## config.mk

```make
export PLATFORM = sky130hd
export DESIGN_NAME = pipe_ctrl_flat
export DESIGN_NICKNAME = d
export VERILOG_FILES = /design/src/rtl/pipe_ctrl_if.sv /design/src/rtl/pipe_ctrl.sv /design/src/flat_wrapper.sv
export SDC_FILE = /design/constraint.sdc
export NUM_CORES = 1
export LEC_CHECK = 0
export ABC_CLOCK_PERIOD_IN_PS = 4630
export CORE_UTILIZATION = 40
export CTS_CLUSTER_SIZE = 28
export DETAILED_ROUTE_END_ITERATION = 6
export PLACE_DENSITY = 0.87
export SETUP_SLACK_MARGIN = 0.05
export SYNTH_ARGS = -nofsm -noshare
export SYNTH_HDL_FRONTEND = slang
export SYNTH_SLANG_ARGS = --single-unit
```

## constraint.sdc

```tcl
create_clock -name clk -period 4.63 [get_ports clk]
set_clock_uncertainty 0.05 [all_clocks]
set_input_delay 0.926 -clock clk [delete_from_list [all_inputs] [get_ports clk]]
set_output_delay 0.926 -clock clk [all_outputs]
set_load 0.01 [all_outputs]
```

## src/rtl/pipe_ctrl_if.sv

```systemverilog
// -----------------------------------------------------------------------------
// pipe_ctrl_if
//   Hazard/stall handshake bundle between the pipeline stages and the central
//   sequencer (pipe_ctrl).
//
//   Stage -> sequencer : stallreq_id, ex_multi_start, ex_multi_cycles,
//                        mem_req, mem_ack, except_valid, except_pc
//   Sequencer -> stage : stall[5:0] (pc/if/id/ex/mem/wb), flush, new_pc,
//                        ex_done, bus_err
//
//   modport slave  : the sequencer side (consumes requests, drives stall/flush)
//   modport master : the pipeline/testbench side
// -----------------------------------------------------------------------------
interface pipe_ctrl_if #(
  parameter int CNT_W = 6,
  parameter int PC_W  = 32
);
  logic             stallreq_id;
  logic             ex_multi_start;
  logic [CNT_W-1:0] ex_multi_cycles;
  logic             mem_req;
  logic             mem_ack;
  logic             except_valid;
  logic [PC_W-1:0]  except_pc;

  logic [5:0]       stall;
  logic             flush;
  logic [PC_W-1:0]  new_pc;
  logic             ex_done;
  logic             bus_err;

  modport master (
    output stallreq_id, ex_multi_start, ex_multi_cycles,
           mem_req, mem_ack, except_valid, except_pc,
    input  stall, flush, new_pc, ex_done, bus_err
  );

  modport slave (
    input  stallreq_id, ex_multi_start, ex_multi_cycles,
           mem_req, mem_ack, except_valid, except_pc,
    output stall, flush, new_pc, ex_done, bus_err
  );
endinterface

```

## src/rtl/pipe_ctrl.sv

```systemverilog
// -----------------------------------------------------------------------------
// pipe_ctrl
//   Central pipeline sequencer for the 5-stage core. Merges the ID load-use,
//   EX multi-cycle and MEM bus-wait stall sources into one stall vector,
//   counts EX multi-cycle latency, times out MEM bus waits and issues a
//   single-cycle flush with redirect PC on exception.
//
//   Ports:
//     clk  - clock, all state updates on the rising edge
//     rst  - synchronous active-high reset
//     bus  - pipe_ctrl_if.slave: stall requests in, stall/flush/new_pc/
//            ex_done/bus_err out
//
//   Outputs are combinational from the registered state and the current
//   inputs so a hazard stalls the pipeline in the same cycle it is raised.
//   All outputs are forced to 0 while rst is high.
// -----------------------------------------------------------------------------
module pipe_ctrl #(
  parameter int CNT_W       = 6,
  parameter int MEM_TIMEOUT = 255,
  parameter int PC_W        = 32
) (
  input  logic       clk,
  input  logic       rst,
  pipe_ctrl_if.slave bus
);

  localparam int               TMR_W   = $clog2(MEM_TIMEOUT + 1);
  localparam logic [TMR_W-1:0] TMR_MAX = TMR_W'(MEM_TIMEOUT);
  localparam logic [TMR_W-1:0] TMR_ONE = TMR_W'(1);
  localparam logic [CNT_W-1:0] CNT_ONE = CNT_W'(1);

  localparam logic [5:0] STALL_NONE = 6'b000000;
  localparam logic [5:0] STALL_ID   = 6'b000111;
  localparam logic [5:0] STALL_EX   = 6'b001111;
  localparam logic [5:0] STALL_MEM  = 6'b011111;

  typedef enum logic [1:0] {
    RUN      = 2'd0,
    EX_BUSY  = 2'd1,
    MEM_WAIT = 2'd2
  } state_e;

  state_e           state_q, state_d;
  logic [CNT_W-1:0] cnt_q, cnt_d;   // EX cycles still owed after the current one
  logic [TMR_W-1:0] tmr_q, tmr_d;   // MEM_WAIT cycles entered so far, from 1

  logic [5:0]       stall_s;
  logic             flush_s;
  logic [PC_W-1:0]  new_pc_s;
  logic             ex_done_s;
  logic             bus_err_s;

  logic             mem_wait_s;
  logic             mem_done_s;
  logic [CNT_W-1:0] n_eff_s;

  // A bus access only stalls/completes while mem_req is high; a stray ack is ignored.
  assign mem_wait_s = bus.mem_req & ~bus.mem_ack;
  assign mem_done_s = bus.mem_req &  bus.mem_ack;
  // An op length of 0 behaves like a single-cycle op.
  assign n_eff_s    = (bus.ex_multi_cycles == {CNT_W{1'b0}}) ? CNT_ONE : bus.ex_multi_cycles;

  // Next-state and same-cycle output decode.
  always_comb begin
    state_d   = state_q;
    cnt_d     = cnt_q;
    tmr_d     = tmr_q;
    stall_s   = STALL_NONE;
    flush_s   = 1'b0;
    new_pc_s  = {PC_W{1'b0}};
    ex_done_s = 1'b0;
    bus_err_s = 1'b0;

    if (rst) begin
      // Outputs stay quiet; the registers are cleared in the flop block.
      state_d = RUN;
      cnt_d   = {CNT_W{1'b0}};
      tmr_d   = {TMR_W{1'b0}};
    end else if (bus.except_valid) begin
      // Abort everything in flight, including a completing op or ack.
      flush_s  = 1'b1;
      new_pc_s = bus.except_pc;
      state_d  = RUN;
      cnt_d    = {CNT_W{1'b0}};
      tmr_d    = {TMR_W{1'b0}};
    end else begin
      case (state_q)
        RUN: begin
          if (mem_wait_s) begin
            stall_s = STALL_MEM;
            tmr_d   = TMR_ONE;
            state_d = MEM_WAIT;
          end else if (bus.ex_multi_start) begin
            stall_s = STALL_EX;
            cnt_d   = n_eff_s - CNT_ONE;
            if (n_eff_s == CNT_ONE) begin
              ex_done_s = 1'b1;
            end else begin
              state_d = EX_BUSY;
            end
          end else if (bus.stallreq_id) begin
            stall_s = STALL_ID;
          end else begin
            stall_s = STALL_NONE;
          end
        end

        EX_BUSY: begin
          if (mem_wait_s) begin
            // EX count is frozen while the bus access is outstanding.
            stall_s = STALL_MEM;
            tmr_d   = TMR_ONE;
            state_d = MEM_WAIT;
          end else begin
            stall_s = STALL_EX;
            cnt_d   = cnt_q - CNT_ONE;
            if (cnt_q <= CNT_ONE) begin
              ex_done_s = 1'b1;
              cnt_d     = {CNT_W{1'b0}};
              state_d   = RUN;
            end else begin
              state_d = EX_BUSY;
            end
          end
        end

        MEM_WAIT: begin
          if (mem_done_s || (tmr_q == TMR_MAX)) begin
            // Ack or timeout both release the stall and resume any frozen EX op.
            bus_err_s = ~mem_done_s;
            tmr_d     = {TMR_W{1'b0}};
            state_d   = (cnt_q != {CNT_W{1'b0}}) ? EX_BUSY : RUN;
          end else begin
            stall_s = STALL_MEM;
            tmr_d   = tmr_q + TMR_ONE;
          end
        end

        default: begin
          state_d = RUN;
          cnt_d   = {CNT_W{1'b0}};
          tmr_d   = {TMR_W{1'b0}};
        end
      endcase
    end
  end

  // State, EX counter and MEM timer registers.
  always_ff @(posedge clk) begin
    if (rst) begin
      state_q <= RUN;
      cnt_q   <= {CNT_W{1'b0}};
      tmr_q   <= {TMR_W{1'b0}};
    end else begin
      state_q <= state_d;
      cnt_q   <= cnt_d;
      tmr_q   <= tmr_d;
    end
  end

  assign bus.stall   = stall_s;
  assign bus.flush   = flush_s;
  assign bus.new_pc  = new_pc_s;
  assign bus.ex_done = ex_done_s;
  assign bus.bus_err = bus_err_s;

endmodule
```

## src/flat_wrapper.sv

```systemverilog
// flat-port wrapper written by rule: the top's interface ports become plain ports
module pipe_ctrl_flat 
#(
  parameter int CNT_W       = 6,
  parameter int MEM_TIMEOUT = 255,
  parameter int PC_W        = 32
)
  (clk, rst, bus_stallreq_id, bus_ex_multi_start, bus_ex_multi_cycles, bus_mem_req, bus_mem_ack, bus_except_valid, bus_except_pc, bus_stall, bus_flush, bus_new_pc, bus_ex_done, bus_bus_err);
  pipe_ctrl_if #(.CNT_W(CNT_W), .PC_W(PC_W)) bus_i ();
  input  logic clk;
  input  logic rst;
  input wire logic [$bits(bus_i.stallreq_id)-1:0] bus_stallreq_id;
  input wire logic [$bits(bus_i.ex_multi_start)-1:0] bus_ex_multi_start;
  input wire logic [$bits(bus_i.ex_multi_cycles)-1:0] bus_ex_multi_cycles;
  input wire logic [$bits(bus_i.mem_req)-1:0] bus_mem_req;
  input wire logic [$bits(bus_i.mem_ack)-1:0] bus_mem_ack;
  input wire logic [$bits(bus_i.except_valid)-1:0] bus_except_valid;
  input wire logic [$bits(bus_i.except_pc)-1:0] bus_except_pc;
  output wire logic [$bits(bus_i.stall)-1:0] bus_stall;
  output wire logic [$bits(bus_i.flush)-1:0] bus_flush;
  output wire logic [$bits(bus_i.new_pc)-1:0] bus_new_pc;
  output wire logic [$bits(bus_i.ex_done)-1:0] bus_ex_done;
  output wire logic [$bits(bus_i.bus_err)-1:0] bus_bus_err;
  assign bus_i.stallreq_id = bus_stallreq_id;
  assign bus_i.ex_multi_start = bus_ex_multi_start;
  assign bus_i.ex_multi_cycles = bus_ex_multi_cycles;
  assign bus_i.mem_req = bus_mem_req;
  assign bus_i.mem_ack = bus_mem_ack;
  assign bus_i.except_valid = bus_except_valid;
  assign bus_i.except_pc = bus_except_pc;
  assign bus_stall = bus_i.stall;
  assign bus_flush = bus_i.flush;
  assign bus_new_pc = bus_i.new_pc;
  assign bus_ex_done = bus_i.ex_done;
  assign bus_bus_err = bus_i.bus_err;
  pipe_ctrl #(.CNT_W(CNT_W), .MEM_TIMEOUT(MEM_TIMEOUT), .PC_W(PC_W)) u_core (.clk(clk), .rst(rst), .bus(bus_i));
endmodule
```

==> PnR_summary.wiki <==
{| class="wikitable"
! Metric !! Value
|-
| Switching portion of total power || 29.1%
|-
| Fin crit period || approximately 4.2 ns
|-
| Most used DFF post-synth || dfxtp_1
|-
| Sequential power share || between 30% and 40%
|-
| Core occupancy in the finished layout || a little over 70%
|-
| Die Height || approximately 60 um
|-
| Final weighted congestion of routability-driven global placement || 0.835
|-
| Routed vias/inst || between 5 and 6
|-
| Via count of the first global-routing pass || roughly 1.3k
|-
| DP Area || between 0.002 and 0.0025 mm2
|-
| Crit path max-delay cell type || clkdlybuf4s50_1
|-
| Worst setup SP type || primary input
|-
| Antenna Violating Nets Remaining || 0
|-
| CP Buf/Inv Count || 3
|-
| Worst-path cell chain || clkdlybuf4s50_1 > nor4_1 > a21oi_1 > inv_1 > ha_1 > and4_1 > a2bb2oi_1 > nor3_1 > clkdlybuf4s50_1
|-
| Post-Synthesis Cell Area || between 0.001 and 0.0015 mm2
|-
| Detailed Routing Iterations Pass 1 || 4
|-
| Cells resized by post-CTS repair || 0
|-
| GRT met3 Usage || roughly 4.7%
|-
| Detail Placement HPWL || 3220 um
|-
| Power per unit of standard cell area || around 170 mW/mm2
|-
| Met2 routing resource usage after global routing || between 30 and 40%
|-
| Data required, critical path || between 3 and 4 ns
|-
| Total non-filler cell area in the finished layout || 0.00226 mm2
|-
| Layer carrying the most global-route usage || met2
|-
| Element type at the critical path end || primary output
|-
| Maximum clock path buffer count || 2
|-
| Routed length per instance || about 14 um
|-
| Delay of the slowest cell on the worst path || 0.57 ns
|-
| Type of the most critical hold path || reg2reg
|-
| Status || finished, final reports clean
|-
| Switching power of the nets || about 0.11 mW
|-
| # clock sinks || 16
|-
| Number of hold violations in the final report || 0
|-
| CP delay by family, top || buffers and inverters
|-
| Clock-pin slew reported for the worst setup and hold paths after clock tree synthesis || ~0.10 ns
|-
| Floorplan core area || approximately 0.0032 mm2
|-
| Share of power burned in combinational logic || about 37%
|-
| Post-route clock period utilization || between 80% and 90%
|-
| Max VDD drop || roughly 0.13 mV
|-
| Async set-or-reset flop fraction in the synthesized netlist || 0%
|-
| Number of maximum-capacitance violations || 0
|-
| Vias || about 1.6k
|-
| Arrival time worst endpoint || ~3.2 ns
|-
| Max frequency || 0.240 GHz
|-
| Setup TNS || 0 ns
|-
| Max_slew headroom || 61.5%
|-
| Number of synthesized flops with an enable pin || 0
|-
| Drt drc || 0
|-
| Largest driver fanout on the critical path || 6
|-
| RSZ-0062 raised after global routing || false
|-
| Most common cell on crit path || clkdlybuf4s50_1
|-
| Post-synth cell types || 50
|-
| Number of nets in the synthesized netlist || roughly 230
|-
| Flip-flop and latch count after synthesis || 16
|-
| Die W || 60.4 um
|-
| Starting Density || about 43%
|-
| Synthesized instance count || 175
|-
| Actual transition at the worst max-transition pin || between 0.5 and 0.6 ns
|-
| Grt total ovfl || 0
|-
| Share of cells above drive strength 1 || roughly 4.3%
|-
| Number of fillers in the final layout || 272
|-
| Mean post-synth cell area || 7.80 um2
|-
| Number of placed I/O pins || between 80 and 90
|-
| IO Port Bufs || 84
|-
| Count of warnings emitted by yosys || 0
|-
| Violation count after the first detailed-routing iteration || between 50 and 60
|-
| All-layer global routing usage || about 22%
|-
| Antenna diode instance count || 0
|-
| Final Setup Violations || 0
|-
| Leak || between 0.8 and 0.9 nW
|-
| Fraction of power consumed by the clock network || 25.1%
|-
| Area overhead of the layout relative to synthesis || 65.7%
|-
| Net total in the final layout || ~300
|-
| Share of synthesized area occupied by flip-flops and latches || 23.5%
|-
| Maximum level of the CTS H-tree || 1
|-
| Number of buffers created by CTS || 3
|-
| Worst setup timing slack at the placement stage || between 0.4 and 0.5 ns
|-
| Maximum number of pins on one net before global-route repair || 34
|-
| Hold buffer count at CTS || 0
|-
| Clock latency on the worst-skew pair || ~0.3 ns
|-
| Post-Route WL || a little over 4000 um
|-
| Clock tree root driver cell || clkbuf_4
|-
| DIE AREA || approximately 0.0036 mm2
|-
| Sequential Area || 320 um2
|-
| Final worst setup slack || 0.468 ns
|-
| First-pass GRT wire length || between 6000 and 7000 um
|-
| Internal power || 0.274 mW
|-
| Final number of max-transition violations || 0
|-
| Worst Setup Path Type || in2out
|-
| Placement row count || 20
|-
| Setup Buffers After CTS || 0
|-
| GR met1 Demand/Resource || between 20% and 30%
|-
| Initial antenna violation count || 0
|-
| Clock tree from TritonCTS || yes
|-
| Area taken by multi-input logic gates || 957 um2
|}
[final cells by class]
| class | instances | share of cell area [%] |
|---|---|---|
| Timing Repair Buffer | 88 | 38.5 |
| Sequential cell | 16 | 14.2 |
| Multi-Input combinational cell | 141 | 42.3 |
| Tap cell | 44 | 2.43 |
| Clock buffer | 4 | 1.60 |
| Inverter | 6 | 0.996 |
[synthesized netlist by cell type, drive strengths merged, types with 2 or more instances]
cell	number	area (um2)
and2	33	206
dfxtp	16	320
a21oi	10	50.1
nor3	10	50.1
nor2	9	33.8
clkbuf	7	26.3
ha	6	75.1
inv	6	22.5
o21ai	6	30.0
xor2	6	52.6
buf	5	38.8
nor2b	5	31.3
a2bb2oi	4	41.3
nand2	4	15.0
and4	3	26.3
o211ai	3	22.5
or3	3	18.8
a211oi	2	20.0
a32o	2	20.0
nand2b	2	12.5
nor4	2	12.5
o2111ai	2	17.5
o21bai	2	15.0
o22ai	2	12.5
o31ai	2	15.0
o32ai	2	17.5
or2	2	12.5
xnor2	2	17.5
[worst paths after layout]
check | start | end | slack, ns | cells after the start
worst min-delay path | u_core.tmr_q[1]$_SDFFE_PP0P_ | u_core.tmr_q[1]$_SDFFE_PP0P_ | 0.51 | 2
worst max register to register | u_core.cnt_q[0]$_SDFFE_PP0P_ | u_core.cnt_q[3]$_SDFFE_PP0P_ | 2.73 | 6
worst max-delay path | bus_ex_multi_cycles[2] | bus_ex_done | 0.47 | 9
worst min register to register | u_core.tmr_q[1]$_SDFFE_PP0P_ | u_core.tmr_q[1]$_SDFFE_PP0P_ | 0.51 | 2
[through the flow]
step	hold slack [ns]	cells	power [mW]
after floorplan	0.458	175	0.214
after global placement	0.482	295	0.290
after detailed placement	0.493	295	0.292
after CTS	0.510	299	0.386
after global routing	0.541	299	0.407
final	0.506	299	0.387
[cells in the final DEF (no fill, tap or decap), types with 3 or more instances in the layout]
cell and instances:
xor2_1 6, a21oi_1 10, and4_1 3, nand2_1 4, o21ai_0 6, a2bb2oi_1 3
o211ai_1 3, clkdlybuf4s50_1 84, dfxtp_1 16, and2_1 33, nor3_1 10, ha_1 6
nor2_1 9, or3_1 3, buf_4 4, clkbuf_4 3, inv_1 6, nor2b_1 5
[registers in the layout, indices dropped and copies added, names as in the netlist]
signal and cells:
u_core.state_q 2, u_core.cnt_q 6, u_core.tmr_q 8
[layer usage]
layer | up-vias | share of wire, %
met5 | - | 0
met4 | 0 | 0.71
met3 | 4 | 9.1
met2 | 76 | 45
met1 | 709 | 45
li1 | 789 | -
[worst reg2reg max path, delay by kind of cell, from the launching register on]
| family | cells | cell delay [ns] |
|---|---|---|
| compound gates | 2 | 0.38 |
| fa+ha+maj | 1 | 0.22 |
| buf+inv | 1 | 0.08 |
| simple gates | 2 | 0.72 |
| flops | 1 | 0.40 |
[power groups by stage]
stage / clock (mW) / combinational (mW) / sequential [mW]
3_3_place_gp: 0 / 0.140 / 0.150
4_1_cts: 0.0961 / 0.143 / 0.147
2_1_floorplan: 0 / 0.0667 / 0.147
6_report: 0.0972 / 0.143 / 0.147
3_5_place_dp: 0 / 0.142 / 0.150
5_1_grt: 0.104 / 0.155 / 0.148
[cells by family after synthesis]
kind of cell,after synthesis,synth area share [%]
simple gates,81,34.9
compound gates,44,23.6
buf+inv,18,6.42
flops,16,23.5
xor+xnor,8,5.13
fa+ha+maj,6,5.50
other cells,1,0.275
mux,1,0.733
Power figures use the tool's default switching activity.
